$ cat src/rtl/microcode_sequencer.sv
// Microcode sequencer: owns the micro-step counter and latched opcode, addresses the
// microcode ROM as {opcode, step} and gates the returned microword onto the control bus.
module microcode_sequencer #(
    parameter int FETCH_STEPS = 4,
    parameter int MAX_STEPS   = 16
) (
    input  logic        clk,
    input  logic        rst_n,
    input  logic        run,
    input  logic        halt_req,
    input  logic        stall,
    input  logic [7:0]  ir_opcode,
    input  logic [31:0] ucode_data,
    output logic [15:0] ucode_addr,
    output logic [31:0] ctrl_word,
    output logic        instr_done,
    output logic        busy,
    output logic        fault
);

    typedef enum logic [1:0] {IDLE, FETCH, EXEC, FAULT} state_t;

    localparam logic [7:0] LAST_FETCH = 8'(FETCH_STEPS - 1);
    localparam logic [7:0] FIRST_EXEC = 8'(FETCH_STEPS);
    localparam logic [7:0] LAST_STEP  = 8'(MAX_STEPS - 1);

    state_t     state_q, state_d;
    logic [7:0] step_q, step_d;
    logic [7:0] opcode_q, opcode_d;
    logic       busy_q, busy_d;
    logic       fault_q, fault_d;

    logic wordZero;
    logic active;

    assign wordZero   = (ucode_data == 32'h0);
    assign active     = ((state_q == FETCH) || (state_q == EXEC)) && !stall;
    assign ctrl_word  = active ? ucode_data : 32'h0;
    assign instr_done = (state_q == EXEC) && !stall && wordZero;
    assign ucode_addr = {opcode_q, step_q};
    assign busy       = busy_q;
    assign fault      = fault_q;

    // A zero word marks the end of an instruction in EXEC but is malformed in FETCH.
    always_comb begin
        state_d  = state_q;
        step_d   = step_q;
        opcode_d = opcode_q;
        case (state_q)
            IDLE: begin
                step_d = 8'h0;
                if (run && !halt_req) state_d = FETCH;
            end
            FETCH: begin
                if (!stall) begin
                    if (wordZero) begin
                        state_d = FAULT;
                    end else if (step_q == LAST_FETCH) begin
                        opcode_d = ir_opcode;
                        step_d   = FIRST_EXEC;
                        state_d  = EXEC;
                    end else begin
                        step_d = step_q + 8'd1;
                    end
                end
            end
            EXEC: begin
                if (!stall) begin
                    if (wordZero) begin
                        step_d  = 8'h0;
                        state_d = (halt_req || !run) ? IDLE : FETCH;
                    end else if (step_q == LAST_STEP) begin
                        state_d = FAULT;
                    end else begin
                        step_d = step_q + 8'd1;
                    end
                end
            end
            FAULT:   state_d = FAULT;
            default: state_d = IDLE;
        endcase
        busy_d  = (state_d == FETCH) || (state_d == EXEC);
        fault_d = (state_d == FAULT);
    end

    always_ff @(posedge clk) begin
        if (!rst_n) begin
            state_q  <= IDLE;
            step_q   <= 8'h0;
            opcode_q <= 8'h0;
            busy_q   <= 1'b0;
            fault_q  <= 1'b0;
        end else begin
            state_q  <= state_d;
            step_q   <= step_d;
            opcode_q <= opcode_d;
            busy_q   <= busy_d;
            fault_q  <= fault_d;
        end
    end

endmodule

$ cat config.mk
export PLATFORM = sky130hd
export DESIGN_NAME = microcode_sequencer
export DESIGN_NICKNAME = d
export VERILOG_FILES = /design/src/rtl/microcode_sequencer.sv
export SDC_FILE = /design/constraint.sdc
export NUM_CORES = 1
export LEC_CHECK = 0
export CAP_MARGIN = 40
export CORE_MARGIN = 3
export CORE_UTILIZATION = 37
export DETAILED_ROUTE_END_ITERATION = 8
export PLACE_DENSITY = 0.86
export RECOVER_POWER = 50
export SETUP_SLACK_MARGIN = 0.4
export SYNTH_ARGS = -nofsm -noshare
export SYNTH_HDL_FRONTEND = slang
export SYNTH_SLANG_ARGS = --single-unit
$ cat constraint.sdc
create_clock -name clk -period 3.3 [get_ports clk]
set_input_delay 0.99 -clock clk [delete_from_list [all_inputs] [get_ports clk]]
set_output_delay 0.99 -clock clk [all_outputs]
set_load 0.02 [all_outputs]
# ---- Word level (Yosys, flattened, before mapping)
# Cells that the tools add are included.
dict set report classes {
  n_reduce_logical 15
  mux 17
  addsub 1
  eq_ne 12
  n_bitwise 2
}
# cell count
set op_table {}
lappend op_table {{2-to-1 mux 8 bit} 6}
lappend op_table {{zero test 32 bit} 1}
lappend op_table {{2-to-1 mux 32 bit} 1}
lappend op_table {{one-hot mux 8 bit (3 select lines)} 1}
lappend op_table {{2-to-1 mux 2 bit} 7}
lappend op_table {{adder 8 x 1 -> 8 bit, second input constant} 1}
lappend op_table {{== test 2 bit, second input constant} 4}
lappend op_table {{== test 8 x 2 -> 1 bit, second input constant} 1}
lappend op_table {{== test 8 x 4 -> 1 bit, second input constant} 1}
lappend op_table {{one-hot mux 2 bit (4 select lines)} 1}
lappend op_table {{inequality test 2 bit, second input constant} 3}
lappend op_table {{AND reduction 5 bit} 1}
lappend op_table {{== test 2 x 1 -> 1 bit, second input constant} 2}
lappend op_table {{logical AND 1 bit} 4}
lappend op_table {{AND reduction 4 bit} 1}
lappend op_table {{zero test 1 bit} 3}
lappend op_table {{logical OR 1 bit} 3}
lappend op_table {{inequality test 3 bit, second input constant} 1}
lappend op_table {{nonzero test 3 bit} 1}
lappend op_table {{zero test 2 bit} 1}
lappend op_table {{NOT 1 bit} 2}
lappend op_table {{2-to-1 mux 1 bit} 1}
dict set report word_totals {
  register_bits 20
  out_inout_bits 51
  inputBits 45
}

# ---- Depth between registers and ports, before layout
# Gate-level depths: netlist of the first run.
dict set report logic_depth {
  word_depth 8
  ltp_mapped 9
  depth_no_buf 8
}

# ---- Worst setup path before layout of the first run
# No wires, ideal clock.
dict set report synth_path {
  kind {input port to output port}
  from {input port ucode_data[27]}
  to {output port instr_done}
  arrival_ns 2.212
  slack_ns 0.098
  required_time_ns 2.310
  stages 3
  cell_sequence {nor4_2 nand4_2 nor4_1}
}
dict set report synth_via {
  elab_chain_len 2
}
# element line
set synth_rtl {}
lappend synth_rtl {{from (decl)} 13} ;# input logic [31:0] ucode_data,
lappend synth_rtl {{zero test 32 bit} 36} ;# assign wordZero = (ucode_data == 32'h0);
lappend synth_rtl {{logical AND 1 bit} 39} ;# assign instr_done = (state_q == EXEC) && !stall && wordZero;
lappend synth_rtl {{to (decl)} 16} ;# output logic instr_done,
# Every way passes these cells.

# ---- Worst setup path after layout of the first run
dict set report layout_path {
  from {input port ucode_data[17]}
  to {output port instr_done}
}
# The elaborated chain is that of the path after synthesis.

==> results of run 1 <==
-- worst reg2reg max path: stages, from the launching register on --
cell      delay [ns]
dfxtp_2         0.39
inv_1           0.09
ha_1            0.29
o21a_1          0.22
a311oi_2        0.28
o21ai_0         0.17
buf_4           0.18
and4_4          0.16
or3_1           0.30
-- registers in the layout (all words and copies together), names as in the netlist --
signal    flops
opcode_q      8
state_q       2
fault         1
busy          1
step_q        8
-- final cells by class --
class | count | area, µm² | area share
Sequential cell | 20 | 402.9 | 0.1544
Tap cell | 48 | 60.06 | 0.02302
Clock buffer | 3 | 41.29 | 0.01583
Timing Repair Buffer | 111 | 908.4 | 0.3482
Multi-Input combinational cell | 145 | 1129 | 0.4326
Clock inverter | 1 | 30.03 | 0.01151
Inverter | 10 | 37.54 | 0.01439
-- logic make-up after synthesis --
kind of cell    share of synthesized area
mux                               0.05961
buf+inv                           0.04138
flops                              0.2649
fa+ha+maj                         0.05794
compound gates                     0.1581
simple gates                       0.4181
-- synthesized netlist by cell type --
| library cell | n |
|---|---|
| ha_1 | 7 |
| a311oi_1 | 2 |
| and4_4 | 1 |
| a211oi_1 | 2 |
| mux2i_1 | 9 |
| nor4_4 | 1 |
| nor2_1 | 13 |
| nor3b_1 | 1 |
| a2bb2oi_1 | 1 |
| or4_1 | 1 |
| nor3_1 | 3 |
| nand4_2 | 1 |
| o211ai_1 | 5 |
| and2_2 | 1 |
| and4_2 | 1 |
| nor4_1 | 2 |
| nand3_1 | 13 |
| o221ai_1 | 1 |
| a21o_1 | 1 |
| clkinv_1 | 1 |
| and4_1 | 1 |
| nor4_2 | 8 |
| a21boi_0 | 1 |
| a21oi_1 | 6 |
| inv_1 | 9 |
| or3_1 | 1 |
| and2_1 | 33 |
| nand4_1 | 6 |
| a221oi_1 | 1 |
| clkbuf_1 | 4 |
| nand2_1 | 1 |
| a2111oi_0 | 1 |
| o21a_1 | 1 |
| and3_1 | 5 |
| o2111ai_2 | 1 |
| a31o_2 | 1 |
| nand2b_1 | 2 |
| buf_2 | 2 |
| a311oi_2 | 1 |
| a31oi_1 | 2 |
| o21ai_0 | 6 |
| dfxtp_1 | 20 |
| nor2b_1 | 1 |
-- what timing repair did --
item                       in CTS  in global routing
cloned                          1                  0
pin swaps                      11                  7
setup endpoints to repair      43                 19
gates resized for setup       252                 19
buffers inserted                1                  2
-- report_power, final --
group / leakage [nW] / internal, mW / switching [mW]
clock: 0.0357 / 0.162 / 0.0819
combinational: 1.03 / 0.109 / 0.112
sequential: 0.162 / 0.250 / 0.00987
-- metal layers --
metal | GRT usage | routed length, µm | up-vias
met5 | 0 | 0 | -
met4 | 0.02553 | 25 | 0
met3 | 0.05468 | 314 | 4
met2 | 0.3736 | 2677 | 63
met1 | 0.2688 | 2175 | 839
li1 | - | - | 895
-- path summary, 6_finish.rpt --
kind	to	slack, ns
worst max-delay path	instr_done	0.19
worst min-delay path	opcode_q[4]	0.49
worst max register to register	step_q[2]	1.09
worst min register to register	opcode_q[4]	0.49
-- through the flow --
step | utilization | power (mW) | cell area, µm² | hold slack, ns | setup slack (ns)
after floorplan | - | 0.3574 | 1526 | 0.5606 | 0.4032
after global placement | 0.6884 | 0.4865 | 2615 | 0.4723 | -0.5355
after detailed placement | 0.6884 | 0.4906 | 2615 | 0.4853 | -0.6076
after CTS | 0.6828 | 0.7236 | 2594 | 0.5034 | 0.2026
after global routing | 0.6868 | 0.7584 | 2609 | 0.5204 | 0.07816
final | 0.6868 | 0.7239 | 2609 | 0.4918 | 0.1909
==> metrics list, run 1 <==
* Post-layout instance count excluding filler cells: roughly 340
- Clock skew on the completed layout was measured at around 0.0053 ns.
- Buffers inserted to repair hold after CTS numbered 0.
- The floorplan step set the die width to between 60 and 70 µm.
* Drt drc: 0
- I/O pin count: 96
- Worst Path Required: 2.31 ns
- The startpoint identified for the worst hold timing path is opcode_q[4].
- Area of the core: 3799 µm²
- Routed length per placed instance: roughly 15 µm
- IR analysis of the VDD net gives a maximum drop of between 0.0002 and 0.0003 V.
* Synthesis-to-finish area growth: 72.60%
- Ant. Diodes: 0
* Number of I/O port buffers: between 90 and 100
* Post-DRT Antenna Nets: 0
- Clock root buffer: clkbuf_8
* Yosys reg bits: 20
- In this run the power density over the cells is 277.5 nW/µm².
- Via count of the first global-routing pass: 1,749
- The hold violation count in the final report came to 0.
* Logic depth of the worst setup path including buffers: 5
- CP startpoint: ucode_data[17]
- Fill cells in the final layout number around 330.
- Entering global routing, the biggest net connects 17 pins.
- On the worst path, the slowest cell contributes a delay of 0.29 ns.
- The first global-routing pass estimated 8707 µm of wire.
- Leading cell type in the layout, fill and taps excluded: buf_2
* RePlAce Congestion: 0.9086
- Of all nets on the critical path, the largest fanout is 2.
- Routed vias/inst: about 5.3
* Number of antenna violations at the first check in global routing: 0
- CTS built an H-tree with a depth of 1.
* Kind of cell with the highest combined delay on the critical path: simple AND/OR/NAND/NOR gates
- Unique cell type count in the Yosys netlist: 43
* Unrepaired setup endpoints after global routing: yes
* Clk slew on worst S/H paths: 0.08 ns
- The share of synthesized area in the top cell type comes to 0.2649.
* Commonest cells after routing, fill and taps aside: buf_2 (35), and2_1 (32), dfxtp_1 (18), dlygate4sd3_1 (18), buf_4 (17)
- Fraction of layout cells with a size suffix above 1: 0.3138
- The slowest stage of the critical path is the nor4_4 cell.
* Number of clock sinks: 20
- After the first detailed-routing iteration, the DRC count stood at slightly above 100.
- Placed Cells: between 300 and 400
- For this block, the via count after detailed routing is 1,801.
- Worst r2r path cells: 8
* Placed wire-length estimate after detailed placement: 3936 µm
- Floorplan row count: 22
* Type of the tightest min-delay check: reg -> reg
* Aggregate negative setup slack: 0 ns
- Effective utilization at floorplan: 0.3979
- Post-synth top area cell: dfxtp_1
- The mapped netlist covers around 1500 µm².
- For the worst-skew pair, the clock arrives at the later sink with an insertion delay of ~0.26 ns.
- Traced cell by cell, the critical path runs through clkdlybuf4s25_1 > nor4_4 > nand4_1 > nor4_4 > buf_4.
- STA classifies the critical path startpoint as a primary input.
* Most used cell, CP: nor4_4
- Number of buffers on the longest clock path: 2
* Period utilization: 0.9422
* DIE HEIGHT: about 70 µm
- Syn nets: approximately 230
* Overall routed net length: between 5000 and 6000 µm
- TritonCTS clock tree: yes
- Data arrives at the worst endpoint at approximately 2.1 ns.
- The worst setup path is of the in -> out kind.
- Count of maximum capacitance violations: 0
* Relative max-transition margin: 0.6274
* R2R Path Start: state_q[0]
- Setup violations remaining at the end of the flow were counted as 0.
- Final Critical Period: about 3.1 ns
- Pre-Repair DR Iteration Count: 4
- Overall track demand over capacity in global routing: 0.2128
* FMAX: ~320 MHz
- In this run, CTS created clock tree buffers numbering 3.
* Static power due to leakage: 1.232 nW
- Gate count after technology mapping: ~180
- Number of pins exceeding their max-slew limit in the final report: 0
- The run finished with clean final reports.
* Seq/Total Area, Yosys: 0.2649
- The worst setup path is captured at an output pin.
- Overflow after GRT: 0
- Along the worst hold path, the cell count comes to 2.
* Die Area: 4888 µm²
- Ranked by total cell area, the synthesized netlist is headed by dfxtp_1 (26%), and2_1 (14%), nor4_2 (6.6%).
* Total of warnings raised by yosys: 0
- Least-Margin Pin Slew: between 0.5 and 0.6 ns
- Together, buffers and inverters on the worst path number 2.
- Total number of nets in the final design: around 340
- A synthesized cell averages approximately 8.4 µm².
(Power assumes the default switching activity.)
==> run 2, diff against run 1 <==
Settings changed: CTS_CLUSTER_SIZE set to 24, SLEW_MARGIN set to 25.
==> results of run 2 <==
No change in the layout: final DEF, timing and power equal those of run 1.
==> run 3, diff against run 2 <==
Settings changed: CELL_PAD_IN_SITES_DETAIL_PLACEMENT set to 0, CELL_PAD_IN_SITES_GLOBAL_PLACEMENT set to 1, CORE_UTILIZATION 37 to 25, PLACE_DENSITY 0.86 to 0.85.
==> metrics list, run 3 (synthesized netlist as in run 1, its figures left out) <==
- Type of the tightest min-delay check: reg -> reg
* Synthesis-to-finish area growth: 77.57%
- Measured along the x axis, the die boundary spans approximately 84 µm.
* Post-DRT Antenna Nets: 0
* Aggregate negative setup slack: 0 ns
- For this run, design rule violations remaining after detail routing come to 0.
- Summed over all nets, the half-perimeter wirelength after detailed placement is a little under 4000 µm.
- Die Area: roughly 7000 µm²
* Overflow after GRT: 0
* Leading cell type in the layout, fill and taps excluded: and2_1
- Least-Margin Pin Slew: 0.6821 ns
- Clock latency on the worst-skew pair, taken at its later pin, is 0.26 ns.
- RePlAce Congestion: ~0.80
* Critical path data arrival time: roughly 2.0 ns
- Number of buffers on the longest clock path: 2
* Total number of nets in the final design: about 350
- I/O pin count: 96
* Kind of start point of the critical path: primary input
- The library cells used most frequently in the layout, excluding fill and tap cells, are and2_1 (32), buf_2 (29), dfxtp_1 (20).
- The worst setup path is captured at an output pin.
* Routed vias/inst: a little under 5
- The hold violation count in the final report is 0.
- Relative max-transition margin: 0.5412
* Switching part of the total power: 0.2831
* Via count of the first global-routing pass: between 1,500 and 2,000
* Area of the core: 5675 µm²
* Static power due to leakage: around 1.2 nW
* Number of clock sinks: 20
- Worst clock skew on the final layout: 0.0009265 ns
- The final number of max-transition violations came to 0.
- The internal power of the cells totals 0.5207 mW.
* Unrepaired setup endpoints after global routing: yes
- In the final layout, the share of cells above drive strength 1 is 0.3048.
* Effective utilization at floorplan: 0.2663
- In this run the core area contains 27 standard-cell rows.
- The share of total power dissipated in the clock network is 0.340.
- Overall power consumption after layout is estimated at ~0.73 mW.
- The run finished with clean final reports.
- Entering global routing, the biggest net connects 17 pins.
- Of the total power, registers draw 0.353.
* Clk slew on worst S/H paths: around 0.08 ns
- 0 antenna diodes ended up in the layout.
- In this run the vertical extent of the chip is 83.76 µm.
* Highest ir drop seen on vdd: approximately 0.00019 V
- Via total after detailed routing: about 1,800
* Final setup vio count: 0
- For this run, the top clock speed supported by timing is 329.6 MHz.
* H-tree depth reported by CTS: 1
- Global-route wire length before repair: approximately 8300 µm
- Clock root buffer: clkbuf_8
- Dividing the final minimum period by the clock period gives 0.9195.
- Across the whole layout, storage elements account for approximately 400 µm².
- Largest registers ranked by flip-flop count: opcode_q: 8 flops, step_q: 8 flops, state_q: 2 flops
- The worst setup path is of the in -> out kind.
- Overall routed net length: 5142 µm
- The count of buffers added on input and output ports is 95.
* Final Critical Period: between 3 and 4 ns
* Area of the multi-input gates: 1136 µm²
- Pre-Repair DR Iteration Count: 4
- Data on the critical path is required at its endpoint by ~2.3 ns.
- Counting the fill cells in the layout gives about 600.
- Detailed Route Iter0 Violations: 38
- Number of antenna violations at the first check in global routing: 0
- Overall track demand over capacity in global routing: 0.1404
* Net switching component of the power: just over 0.2 mW
- Dividing total power by cell area gives a power density of 270.6 nW/µm².
- Max-cap violations in this run came to 0.
- Worst-path maximum fanout: 2
- Clock tree synthesis inserted a total of 3 buffers.
* Fraction of power consumed by combinational cells: 0.307
- TritonCTS clock tree: yes
- After detailed routing, the average wire length per cell comes to ~14 µm.
==> run 3: cell count changes in the layout (fill, tap and decap cells not counted), sizes merged <==
cell / previous run / this run
clkdlybuf4s25: 1 / 0
buf: 63 / 57
clkbuf: 7 / 9
clkdlybuf4s15: 9 / 16
==> run 3: layout make-up <==
cell class | instances | area share
Inverter | 10 | 0.01399
Sequential cell | 20 | 0.1492
Clock buffer | 3 | 0.01538
Multi-Input combinational cell | 145 | 0.4233
Tap cell | 72 | 0.03357
Clock inverter | 1 | 0.01119
Timing Repair Buffer | 113 | 0.3534
==> run 3: through the flow <==
stage	hold WS (ns)	instance area [µm²]	util	worst slack [ns]	std cells
2_1_floorplan	0.5606	1526	-	0.4032	181
3_3_place_gp	0.4737	2645	0.4660	-0.5416	354
3_5_place_dp	0.4832	2645	0.4660	-0.5657	354
4_1_cts	0.5028	2684	0.4729	0.2843	362
5_1_grt	0.5447	2684	0.4729	0.1022	364
6_report	0.4920	2684	0.4729	0.2656	364
==> run 3: power groups by stage <==
stage | Clock [mW] | Sequential [mW] | Combinational, mW
2_1_floorplan | 0 | 0.271 | 0.0864
3_3_place_gp | 0 | 0.262 | 0.227
3_5_place_dp | 0 | 0.263 | 0.228
4_1_cts | 0.252 | 0.257 | 0.226
5_1_grt | 0.261 | 0.258 | 0.243
6_report | 0.247 | 0.257 | 0.223
==> run 3: worst paths after layout <==
path	end	slack, ns	start	cells past startpoint
max	instr_done	0.27	ucode_data[14]	5
min	opcode_q[2]	0.49	opcode_q[2]	2
max reg2reg	busy	1.10	state_q[0]	8
min reg2reg	opcode_q[2]	0.49	opcode_q[2]	2
==> run 3: metal layers <==
layer / wire length, µm / GRT usage
met1: 2242 / 0.1765
met2: 2547 / 0.2415
met3: 317 / 0.04541
met4: 35 / 0.01462
met5: 0 / 0
==> run 3: timing repair <==
| action | in CTS | in global routing |
|---|---|---|
| resized for setup | 251 | 9 |
| hold buffers | 0 | 0 |
| pin swaps | 11 | 2 |
| setup buffers | 3 | 2 |
| endpoints found under the setup margin | 43 | 37 |
| hold endpoints to repair | 0 | 0 |
| cloned | 1 | 0 |
==> run 3: worst max-delay path: stages <==
cell and delay (ns):
clkbuf_1 0.11, nor4_4 0.30, nand4_1 0.22, nor4_4 0.24
buf_4 0.18
